## config.mk

```make
export PLATFORM = sky130hd
export DESIGN_NAME = apb_master_bridge_flat
export DESIGN_NICKNAME = d
export VERILOG_FILES = /design/src/rtl/apb_master_bridge_pkg.sv /design/src/rtl/apb_master_bridge_if.sv /design/src/rtl/apb_master_bridge_timeout_counter.sv /design/src/rtl/apb_master_bridge.sv /design/src/flat_wrapper.sv
export SDC_FILE = /design/constraint.sdc
export NUM_CORES = 1
export LEC_CHECK = 0
export ABC_AREA = 1
export CORE_ASPECT_RATIO = 1.1
export CORE_MARGIN = 2
export CORE_UTILIZATION = 25
export CTS_CLUSTER_DIAMETER = 60
export DETAILED_ROUTE_END_ITERATION = 12
export SETUP_SLACK_MARGIN = 0.4
export SLEW_MARGIN = 20
export SYNTH_ARGS = -nofsm -noshare
export SYNTH_HDL_FRONTEND = slang
export SYNTH_SLANG_ARGS = --single-unit
```

## constraint.sdc

```tcl
create_clock -name PCLK -period 2.6 [get_ports PCLK]
set_input_delay 0.52 -clock PCLK [delete_from_list [all_inputs] [get_ports PCLK]]
set_output_delay 0.52 -clock PCLK [all_outputs]
set_load 0.03 [all_outputs]
```

## src/rtl/apb_master_bridge_pkg.sv

```systemverilog
// Shared types and constants for the APB4 master bridge: FSM state encoding,
// PPROT attribute bits and the command record used by command sources.
package apb_master_bridge_pkg;

    localparam int APB_AW = 32;
    localparam int APB_DW = 32;
    localparam int APB_SW = APB_DW / 8;

    // State encoding, kept as plain constants so older tools and checkers can bind to it.
    localparam logic [1:0] ST_IDLE   = 2'd0;
    localparam logic [1:0] ST_SETUP  = 2'd1;
    localparam logic [1:0] ST_ACCESS = 2'd2;
    localparam logic [1:0] ST_RESP   = 2'd3;

    typedef enum logic [1:0] {
        S_IDLE   = 2'd0,
        S_SETUP  = 2'd1,
        S_ACCESS = 2'd2,
        S_RESP   = 2'd3
    } apb_master_state_t;

    localparam logic [2:0] PPROT_PRIV   = 3'b001;
    localparam logic [2:0] PPROT_NONSEC = 3'b010;
    localparam logic [2:0] PPROT_INSTR  = 3'b100;

    typedef struct packed {
        logic              write;
        logic [APB_AW-1:0] addr;
        logic [APB_DW-1:0] wdata;
        logic [APB_SW-1:0] strb;
        logic [2:0]        prot;
    } apb_cmd_t;

endpackage

```

## src/rtl/apb_master_bridge_if.sv

```systemverilog
// Command, response and APB4 pin bundle of the bridge. The master modport is the
// bridge's view; the slave modport is the view of whatever surrounds it.
interface apb_master_bridge_if #(
    parameter int AW = 32,
    parameter int DW = 32,
    parameter int SW = DW / 8
);
    // Handshakes: a beat transfers on the rising PCLK edge where valid && ready;
    // once raised, valid and its payload stay stable until that edge.
    logic          cmd_valid;
    logic          cmd_ready;
    logic          cmd_write;
    logic [AW-1:0] cmd_addr;
    logic [DW-1:0] cmd_wdata;
    logic [SW-1:0] cmd_strb;
    logic [2:0]    cmd_prot;

    logic          rsp_valid;
    logic          rsp_ready;
    logic [DW-1:0] rsp_rdata;
    logic          rsp_slverr;
    logic          rsp_timeout;

    logic [AW-1:0] PADDR;
    logic [2:0]    PPROT;
    logic          PNSE;
    logic          PSEL;
    logic          PENABLE;
    logic          PWRITE;
    logic [DW-1:0] PWDATA;
    logic [SW-1:0] PSTRB;
    logic          PREADY;
    logic [DW-1:0] PRDATA;
    logic          PSLVERR;

    modport master (
        input  cmd_valid, cmd_write, cmd_addr, cmd_wdata, cmd_strb, cmd_prot,
        output cmd_ready,
        output rsp_valid, rsp_rdata, rsp_slverr, rsp_timeout,
        input  rsp_ready,
        output PADDR, PPROT, PNSE, PSEL, PENABLE, PWRITE, PWDATA, PSTRB,
        input  PREADY, PRDATA, PSLVERR
    );

    modport slave (
        output cmd_valid, cmd_write, cmd_addr, cmd_wdata, cmd_strb, cmd_prot,
        input  cmd_ready,
        input  rsp_valid, rsp_rdata, rsp_slverr, rsp_timeout,
        output rsp_ready,
        input  PADDR, PPROT, PNSE, PSEL, PENABLE, PWRITE, PWDATA, PSTRB,
        output PREADY, PRDATA, PSLVERR
    );

endinterface

```

## src/rtl/apb_master_bridge_timeout_counter.sv

```systemverilog
// Counts ACCESS cycles of one APB transfer; expire_o flags the last cycle
// the bridge is willing to wait for PREADY.
module apb_timeout_counter #(
    parameter int TIMEOUT = 16
) (
    input  logic clk_i,
    input  logic rst_ni,
    input  logic clear_i,
    input  logic enable_i,
    output logic expire_o
);
    localparam int CW = $clog2(TIMEOUT);

    logic [CW-1:0] cnt_q, cnt_d;

    always_comb begin
        cnt_d = cnt_q;
        if (clear_i) begin
            cnt_d = '0;
        end else if (enable_i) begin
            cnt_d = cnt_q + 1'b1;
        end
    end

    always_ff @(posedge clk_i or negedge rst_ni) begin
        if (!rst_ni) begin
            cnt_q <= '0;
        end else begin
            cnt_q <= cnt_d;
        end
    end

    assign expire_o = (cnt_q == CW'(TIMEOUT - 1));

endmodule

```

## src/rtl/apb_master_bridge.sv

```systemverilog
// APB4 requester: takes one command at a time, runs a SETUP/ACCESS transfer and
// returns read data, slave error or timeout on the response channel.
module apb_master_bridge
    import apb_master_bridge_pkg::*;
#(
    parameter int AW      = 32,
    parameter int DW      = 32,
    parameter int SW      = DW / 8,
    parameter int TIMEOUT = 16
) (
    input  logic                PCLK,
    input  logic                PRESETn,
    apb_master_bridge_if.master bus,
    output apb_master_state_t   dbg_state_o
);
    logic [1:0]    state_q, state_d;
    logic [AW-1:0] paddr_q, paddr_d;
    logic [DW-1:0] pwdata_q, pwdata_d;
    logic [SW-1:0] pstrb_q, pstrb_d;
    logic [2:0]    pprot_q, pprot_d;
    logic          pwrite_q, pwrite_d;
    logic [DW-1:0] rdata_q, rdata_d;
    logic          slverr_q, slverr_d;
    logic          timeout_q, timeout_d;
    logic          expire;
    logic          accept;

    assign accept = (state_q == ST_IDLE) && bus.cmd_valid;

    apb_timeout_counter #(.TIMEOUT(TIMEOUT)) u_timeout (
        .clk_i    (PCLK),
        .rst_ni   (PRESETn),
        .clear_i  (state_q == ST_SETUP),
        .enable_i (state_q == ST_ACCESS),
        .expire_o (expire)
    );

    always_comb begin
        state_d   = state_q;
        paddr_d   = paddr_q;
        pwdata_d  = pwdata_q;
        pstrb_d   = pstrb_q;
        pprot_d   = pprot_q;
        pwrite_d  = pwrite_q;
        rdata_d   = rdata_q;
        slverr_d  = slverr_q;
        timeout_d = timeout_q;
        case (state_q)
            ST_IDLE: begin
                if (accept) begin
                    state_d  = ST_SETUP;
                    paddr_d  = bus.cmd_addr;
                    pwdata_d = bus.cmd_wdata;
                    // Reads never carry strobes on APB4.
                    pstrb_d  = bus.cmd_write ? bus.cmd_strb : '0;
                    pprot_d  = bus.cmd_prot;
                    pwrite_d = bus.cmd_write;
                end
            end
            ST_SETUP: state_d = ST_ACCESS;
            ST_ACCESS: begin
                // PREADY wins over expiry when both land in the same cycle.
                if (bus.PREADY) begin
                    state_d   = ST_RESP;
                    rdata_d   = pwrite_q ? '0 : bus.PRDATA;
                    slverr_d  = bus.PSLVERR;
                    timeout_d = 1'b0;
                end else if (expire) begin
                    state_d   = ST_RESP;
                    rdata_d   = '0;
                    slverr_d  = 1'b1;
                    timeout_d = 1'b1;
                end
            end
            ST_RESP: begin
                if (bus.rsp_ready) state_d = ST_IDLE;
            end
            default: state_d = ST_IDLE;
        endcase
    end

    always_ff @(posedge PCLK or negedge PRESETn) begin
        if (!PRESETn) begin
            state_q   <= ST_IDLE;
            paddr_q   <= '0;
            pwdata_q  <= '0;
            pstrb_q   <= '0;
            pprot_q   <= '0;
            pwrite_q  <= 1'b0;
            rdata_q   <= '0;
            slverr_q  <= 1'b0;
            timeout_q <= 1'b0;
        end else begin
            state_q   <= state_d;
            paddr_q   <= paddr_d;
            pwdata_q  <= pwdata_d;
            pstrb_q   <= pstrb_d;
            pprot_q   <= pprot_d;
            pwrite_q  <= pwrite_d;
            rdata_q   <= rdata_d;
            slverr_q  <= slverr_d;
            timeout_q <= timeout_d;
        end
    end

    // Handshake and bus-phase outputs decode straight from the state register.
    assign bus.cmd_ready   = (state_q == ST_IDLE);
    assign bus.rsp_valid   = (state_q == ST_RESP);
    assign bus.rsp_rdata   = rdata_q;
    assign bus.rsp_slverr  = slverr_q;
    assign bus.rsp_timeout = timeout_q;

    assign bus.PSEL    = (state_q == ST_SETUP) || (state_q == ST_ACCESS);
    assign bus.PENABLE = (state_q == ST_ACCESS);
    assign bus.PWRITE  = pwrite_q;
    assign bus.PADDR   = paddr_q;
    assign bus.PWDATA  = pwdata_q;
    assign bus.PSTRB   = pstrb_q;
    assign bus.PPROT   = pprot_q;
    assign bus.PNSE    = 1'b0;

    assign dbg_state_o = apb_master_state_t'(state_q);

endmodule

```

## src/flat_wrapper.sv

```systemverilog
// flat-port wrapper written by rule: the top's interface ports become plain ports
module apb_master_bridge_flat import apb_master_bridge_pkg::*;
#(
    parameter int AW      = 32,
    parameter int DW      = 32,
    parameter int SW      = DW / 8,
    parameter int TIMEOUT = 16
)
  (PCLK, PRESETn, dbg_state_o, bus_cmd_valid, bus_cmd_write, bus_cmd_addr, bus_cmd_wdata, bus_cmd_strb, bus_cmd_prot, bus_cmd_ready, bus_rsp_valid, bus_rsp_rdata, bus_rsp_slverr, bus_rsp_timeout, bus_rsp_ready, bus_PADDR, bus_PPROT, bus_PNSE, bus_PSEL, bus_PENABLE, bus_PWRITE, bus_PWDATA, bus_PSTRB, bus_PREADY, bus_PRDATA, bus_PSLVERR);
  apb_master_bridge_if #(.AW(AW), .DW(DW), .SW(SW)) bus_i ();
  input  logic PCLK;
  input  logic PRESETn;
  output apb_master_state_t dbg_state_o;
  input wire logic [$bits(bus_i.cmd_valid)-1:0] bus_cmd_valid;
  input wire logic [$bits(bus_i.cmd_write)-1:0] bus_cmd_write;
  input wire logic [$bits(bus_i.cmd_addr)-1:0] bus_cmd_addr;
  input wire logic [$bits(bus_i.cmd_wdata)-1:0] bus_cmd_wdata;
  input wire logic [$bits(bus_i.cmd_strb)-1:0] bus_cmd_strb;
  input wire logic [$bits(bus_i.cmd_prot)-1:0] bus_cmd_prot;
  output wire logic [$bits(bus_i.cmd_ready)-1:0] bus_cmd_ready;
  output wire logic [$bits(bus_i.rsp_valid)-1:0] bus_rsp_valid;
  output wire logic [$bits(bus_i.rsp_rdata)-1:0] bus_rsp_rdata;
  output wire logic [$bits(bus_i.rsp_slverr)-1:0] bus_rsp_slverr;
  output wire logic [$bits(bus_i.rsp_timeout)-1:0] bus_rsp_timeout;
  input wire logic [$bits(bus_i.rsp_ready)-1:0] bus_rsp_ready;
  output wire logic [$bits(bus_i.PADDR)-1:0] bus_PADDR;
  output wire logic [$bits(bus_i.PPROT)-1:0] bus_PPROT;
  output wire logic [$bits(bus_i.PNSE)-1:0] bus_PNSE;
  output wire logic [$bits(bus_i.PSEL)-1:0] bus_PSEL;
  output wire logic [$bits(bus_i.PENABLE)-1:0] bus_PENABLE;
  output wire logic [$bits(bus_i.PWRITE)-1:0] bus_PWRITE;
  output wire logic [$bits(bus_i.PWDATA)-1:0] bus_PWDATA;
  output wire logic [$bits(bus_i.PSTRB)-1:0] bus_PSTRB;
  input wire logic [$bits(bus_i.PREADY)-1:0] bus_PREADY;
  input wire logic [$bits(bus_i.PRDATA)-1:0] bus_PRDATA;
  input wire logic [$bits(bus_i.PSLVERR)-1:0] bus_PSLVERR;
  assign bus_i.cmd_valid = bus_cmd_valid;
  assign bus_i.cmd_write = bus_cmd_write;
  assign bus_i.cmd_addr = bus_cmd_addr;
  assign bus_i.cmd_wdata = bus_cmd_wdata;
  assign bus_i.cmd_strb = bus_cmd_strb;
  assign bus_i.cmd_prot = bus_cmd_prot;
  assign bus_cmd_ready = bus_i.cmd_ready;
  assign bus_rsp_valid = bus_i.rsp_valid;
  assign bus_rsp_rdata = bus_i.rsp_rdata;
  assign bus_rsp_slverr = bus_i.rsp_slverr;
  assign bus_rsp_timeout = bus_i.rsp_timeout;
  assign bus_i.rsp_ready = bus_rsp_ready;
  assign bus_PADDR = bus_i.PADDR;
  assign bus_PPROT = bus_i.PPROT;
  assign bus_PNSE = bus_i.PNSE;
  assign bus_PSEL = bus_i.PSEL;
  assign bus_PENABLE = bus_i.PENABLE;
  assign bus_PWRITE = bus_i.PWRITE;
  assign bus_PWDATA = bus_i.PWDATA;
  assign bus_PSTRB = bus_i.PSTRB;
  assign bus_i.PREADY = bus_PREADY;
  assign bus_i.PRDATA = bus_PRDATA;
  assign bus_i.PSLVERR = bus_PSLVERR;
  apb_master_bridge #(.AW(AW), .DW(DW), .SW(SW), .TIMEOUT(TIMEOUT)) u_core (.PCLK(PCLK), .PRESETn(PRESETn), .bus(bus_i), .dbg_state_o(dbg_state_o));
endmodule
```

== After elaboration in Yosys (flattened, before gate mapping) ==
Index checks and enable logic that the tools add are counted.

* Memories: 0
* Word-level logic and storage cells: 40
* Input port bits: 110
* Flip-flop bits (word level): 112
* Bits in latches: 0
* ROM bits: 0
* Memory bits (writable): 0
* Output and inout port bits: 113

* Order comparisons: 0
* Shift-type cells: 0
* Reductions and logical operators: 8
* Multiplexer cells: 14
* $mul: 0
* Bitwise logic cells: 0
* Add/subtract/negate cells: 1
* Div/mod/pow operators: 0
* Equal/unequal tests: 7

{| class="wikitable"
|+ Operator list
! operator !! count
|-
| 2-to-1 mux 32 bit || 3
|-
| 2-to-1 mux 4 bit || 3
|-
| 2-to-1 mux 2 bit || 4
|-
| case mux 2 bit (4 select lines) || 1
|-
| adder 4 x 1 -> 4 bit (second input constant) || 1
|-
| == test 2 bit (second input constant) || 2
|-
| == test 4 bit (second input constant) || 1
|-
| inequality test 2 x 1 -> 1 bit (second input constant) || 2
|-
| AND reduction 2 bit || 2
|-
| nonzero test 2 bit || 2
|-
| 2-to-1 mux 1 bit || 3
|-
| inequality test 3 x 1 -> 1 bit (second input constant) || 1
|-
| AND reduction 3 bit || 1
|-
| == test 2 x 1 -> 1 bit (second input constant) || 1
|-
| zero test 2 bit || 1
|-
| logical AND 1 bit || 1
|-
| logical OR 1 bit || 1
|}

== Depth between registers and ports, before layout ==
* Depth after elaboration: 4
* Mapped depth: 9
* Gate-level depth less buffers: 8

== Hierarchy ==
From an unflattened synthesis, not the netlist that was laid out.

* Cells, all modules: 505
* Area, all modules: 4,543.1 sq um

{| class="wikitable"
|+ By module, submodules not included
! module !! instances !! cells each !! area each (sq um)
|-
| apb_master_bridge || 1 || 479 || 4,331.7
|-
| apb_timeout_counter || 1 || 26 || 211.5
|}

== Worst setup path after synthesis ==
No wires, ideal clock.

* Kind: register to register
* Start: register u_core.state_q[0], in the netlist u_core.dbg_state_o[0]
* End: register u_core.u_timeout.cnt_q[3]
* Path buffers: 1
* Slack: 0.815 ns
* Period minus slack after synthesis: 1.785 ns
* Stages on the path, launching flop included: 9
* Arrival time: 1.668 ns
* Cell sequence: dfrtp_1 -> inv_1 -> ha_1 -> buf_2 -> nand2_1 -> nor2_1 -> nand2_1 -> nand2_1 -> nor2_1

* Cells in the longest elaborated chain, start to end: 2

{| class="wikitable"
|+ Ends and longest elaborated chain
! element !! RTL line !! text
|-
| start, declared || apb_master_bridge.sv:16 || <nowiki>logic [1:0] state_q, state_d;</nowiki>
|-
| start signal, assigned || apb_master_bridge.sv:94 || <nowiki>state_q <= state_d;</nowiki>
|-
| == test 2 x 1 -> 1 bit or == test 2 bit (tied branches) || apb_master_bridge.sv:33, apb_master_bridge.sv:34 ||
|-
| 2-to-1 mux 4 bit or nonzero test 2 bit (tied branches) || n/a ||
|-
| end signal, assigned || apb_master_bridge_timeout_counter.sv:29 || <nowiki>cnt_q <= cnt_d;</nowiki>
|-
| end, declared || apb_master_bridge_timeout_counter.sv:14 || <nowiki>logic [CW-1:0] cnt_q, cnt_d;</nowiki>
|}

Several ways; a longest one is shown, not always the timed one.
A chain may end at the register's enable or synchronous reset.

== Worst setup path in the final report ==
* Start: register u_core.state_q[0], in the netlist u_core.dbg_state_o[0]
* End: output port bus_PSEL

* Cells in the longest elaborated chain, start to end: 2

{| class="wikitable"
|+ Ends and longest elaborated chain
! element !! RTL line !! text
|-
| == test 2 x 1 -> 1 bit or == test 2 bit (tied branches) || apb_master_bridge.sv:113 || <nowiki>assign bus.PSEL = (state_q == ST_SETUP) || (state_q == ST_ACCESS);</nowiki>
|-
| logical OR 1 bit (*) || apb_master_bridge.sv:113 ||
|-
| end, declared || flat_wrapper.sv:29 || <nowiki>output wire logic [$bits(bus_i.PSEL)-1:0] bus_PSEL;</nowiki>
|}

Mark *: on every way between the ends. The rest lies on a longest branch, timed or not.

==> summary.txt <==
outcome -> finished, final reports clean
DRT Wirelength -> 13.01 mm
power per cell area -> 1329 nW/µm²
commonest non-fill, non-tap cell in the layout -> nand2_1
Leak -> 3.565 nW
Final period util -> 80.95%
Nets -> 839
final setup violation count -> 0
GR Overflow Total -> 0
DRC Markers -> 0
sequential-to-total area share from yosys stat -> 61.04%
cell area after synthesis -> 4592 µm²
area delta synth->final -> 59.54%
highest-count cells in the layout ignoring fill and taps -> nand2_1 (282), clkdlybuf4s50_1 (216), dfrtp_1 (112)
Final ANT Viol Nets -> 0
Clock power frac -> 15.5%
cells along the critical path -> inv_1 -> ha_1 -> clkbuf_2
DP Cell Count -> 950
sequential share of power -> 31.0%
Worst Path Required -> 2.08 ns
combinational power share -> 53.5%
Skew-Pair Late Insertion Delay -> 0.35 ns
post-DP HPWL -> 9.021 mm
switch share -> 43.64%
Placeable Area -> 17,870 µm²
top-level I/O count -> 223
n_diodes -> 0
total number of vias -> 4,016
Rows -> 51
post-CTS setup buffer count -> 0
routed vias/inst -> 4.157
fin cells -> 966
I/O Buffers -> 221
Placer Congestion -> 0.7736
max_cap viols -> 0
clk sink count -> 112
Crit Reg-Reg Startpoint -> u_core.dbg_state_o[0]
clock root cell -> clkbuf_16
Seq cells post-synth -> 112
Max Freq -> 475.1 MHz
Hold Path Class -> in -> async
Synth Area per Inst -> 8.951 µm²
post-DR wirelength/cell -> 13.47 µm
largest net degree at the start of global routing -> 76
number of CTS-inserted buffers -> 9
placed instance area -> 7005 µm²
Max stage delay on crit path -> 0.46 ns
Ys Warns -> 0
Net Switching -> 0.004249 W
GRT Total Usage -> 13.62%
syn nets -> 629
RSZ-0062 raised after global routing -> true
WS Path Type -> reg -> out
Final Instance Area -> 7326 µm²
full die area -> 19,470 µm²
TritonCTS clock tree -> done
Max Fanout on Critical Path -> 10
synth unique cells -> 21
first-pass GRT wire length -> 21.22 mm
Fin. Hold Viols -> 0
H-tree Lvls -> 3
setup TNS -> 0 ns
Tmin final -> 2.105 ns
Worst Path Arrival -> 1.58 ns
Cell Int Power -> 0.005488 W
CP endpoint kind -> output pin
share of cells above drive strength 1 -> 6.319%
reg-to-reg setup timing slack -> 0.98 ns
Die Height -> 146.1 µm
Clock Skew -> 0.01069 ns
clock transition at the registers of the reported paths -> 0.07 ns
Slew Viols, Final -> 0
Peak supply drop -> 0.5760 mV
initial antenna violation count -> 0
Cells after Synth -> 513
Clock Path Buffers -> 2
Iter 0 DRT Violations -> 184
element type at the critical path start -> flop
die width -> 133.2 µm
Initial Util -> 25.70%
Critical path buffers and inverters -> 2
Critical Path Stages -> 3
first drt pass iteration count -> 4
vias in the first global route -> 3,973
Critical R2R Capture -> u_core.bus.PADDR[12]
CP top delay family -> adder cells
Slowest cell on crit path -> ha_1
reg2reg path depth -> 7
per-layer routing:
metal	global-route usage, %	routed length, µm	share of wire, %
met5	0	0	0
met4	4.628	213	1.6
met3	4.236	833	6.4
met2	21.99	6123	47
met1	17.36	5843	45
layout make-up:
class                           count  area (µm²)
Clock inverter                      5       78.83
Multi-Input combinational cell    357        1546
Fill cell                        1781       10540
Sequential cell                   112        2803
Clock buffer                       11       242.7
Timing Repair Buffer              230        2308
Inverter                           13       48.80
Tap cell                          238       297.8
state kept, by name, summed over array words and instances, names as in the netlist:
signal,cells
u_core.bus.rsp_timeout,1
u_core.bus.rsp_rdata,32
u_core.bus.PSTRB,4
u_core.bus.PWDATA,32
u_core.u_timeout.cnt_q,4
u_core.bus.rsp_slverr,1
u_core.bus.PPROT,3
u_core.bus.PADDR,32
u_core.bus.PWRITE,1
u_core.dbg_state_o,2
cells by family after synthesis:
| logic type | after synthesis | synth area share [%] |
|---|---|---|
| DFF | 112 | 61.04 |
| other | 1 | 0.08167 |
| and+or+nand+nor | 341 | 30.87 |
| buffers and inverters | 44 | 5.395 |
| adders and majority gates | 6 | 1.635 |
| AOI/OAI and AO/OA | 9 | 0.9809 |
timing repair:
item | in CTS | in global routing
hold buffers | 0 | 0
gates cloned | 0 | 0
endpoints found under the hold margin | 0 | 0
endpoints found under the setup margin | 3 | 3
resized for setup | 2 | 4
synth_stat cells, drive strengths merged:
| master | n | area (µm²) |
|---|---|---|
| nand2 | 295 | 1142 |
| dfrtp | 112 | 2803 |
| nand4 | 32 | 200.2 |
| buf | 27 | 183.9 |
| inv | 13 | 48.80 |
| nand3 | 7 | 40.04 |
| ha | 6 | 75.07 |
| o21ai | 6 | 30.03 |
| clkbuf | 4 | 15.01 |
| nor2 | 4 | 15.01 |
| a21oi | 3 | 15.01 |
| or2 | 2 | 12.51 |
| conb | 1 | 3.750 |
| nor3b | 1 | 7.510 |
worst max-delay path by stage:
stage | from | endpoint | slack [ns]
floorplan | u_core.dbg_state_o[0] | u_core.u_timeout.cnt_q[3] | 0.82
global placement | u_core.dbg_state_o[1] | bus_PSEL | 0.42
detailed placement | u_core.dbg_state_o[0] | bus_PSEL | 0.39
CTS | u_core.dbg_state_o[0] | bus_PSEL | 0.29
global route | u_core.dbg_state_o[0] | bus_PSEL | 0.38
finish | u_core.dbg_state_o[0] | bus_PSEL | 0.50
power groups by stage:
stage | Combinational (W) | Clock (W) | Sequential [W]
after floorplan | 0.00151 | 0 | 0.00459
after global placement | 0.00530 | 0 | 0.00302
after detailed placement | 0.00532 | 0 | 0.00303
after CTS | 0.00530 | 0.00157 | 0.00302
after global routing | 0.00563 | 0.00165 | 0.00313
final | 0.00521 | 0.00151 | 0.00302
through the flow:
stage	hold slack, ns	utilization (%)	total power, W	worst slack, ns
floorplan	0.2244	-	0.006095	0.8152
CTS	0.1371	40.99	0.009896	0.2913
detailed placement	0.4570	39.21	0.008348	0.3877
global route	0.1543	41.00	0.01041	0.3829
global placement	0.4532	39.21	0.008320	0.4181
finish	0.1295	41.00	0.009737	0.4953
Note: power is estimated with default switching activity, not from simulation.
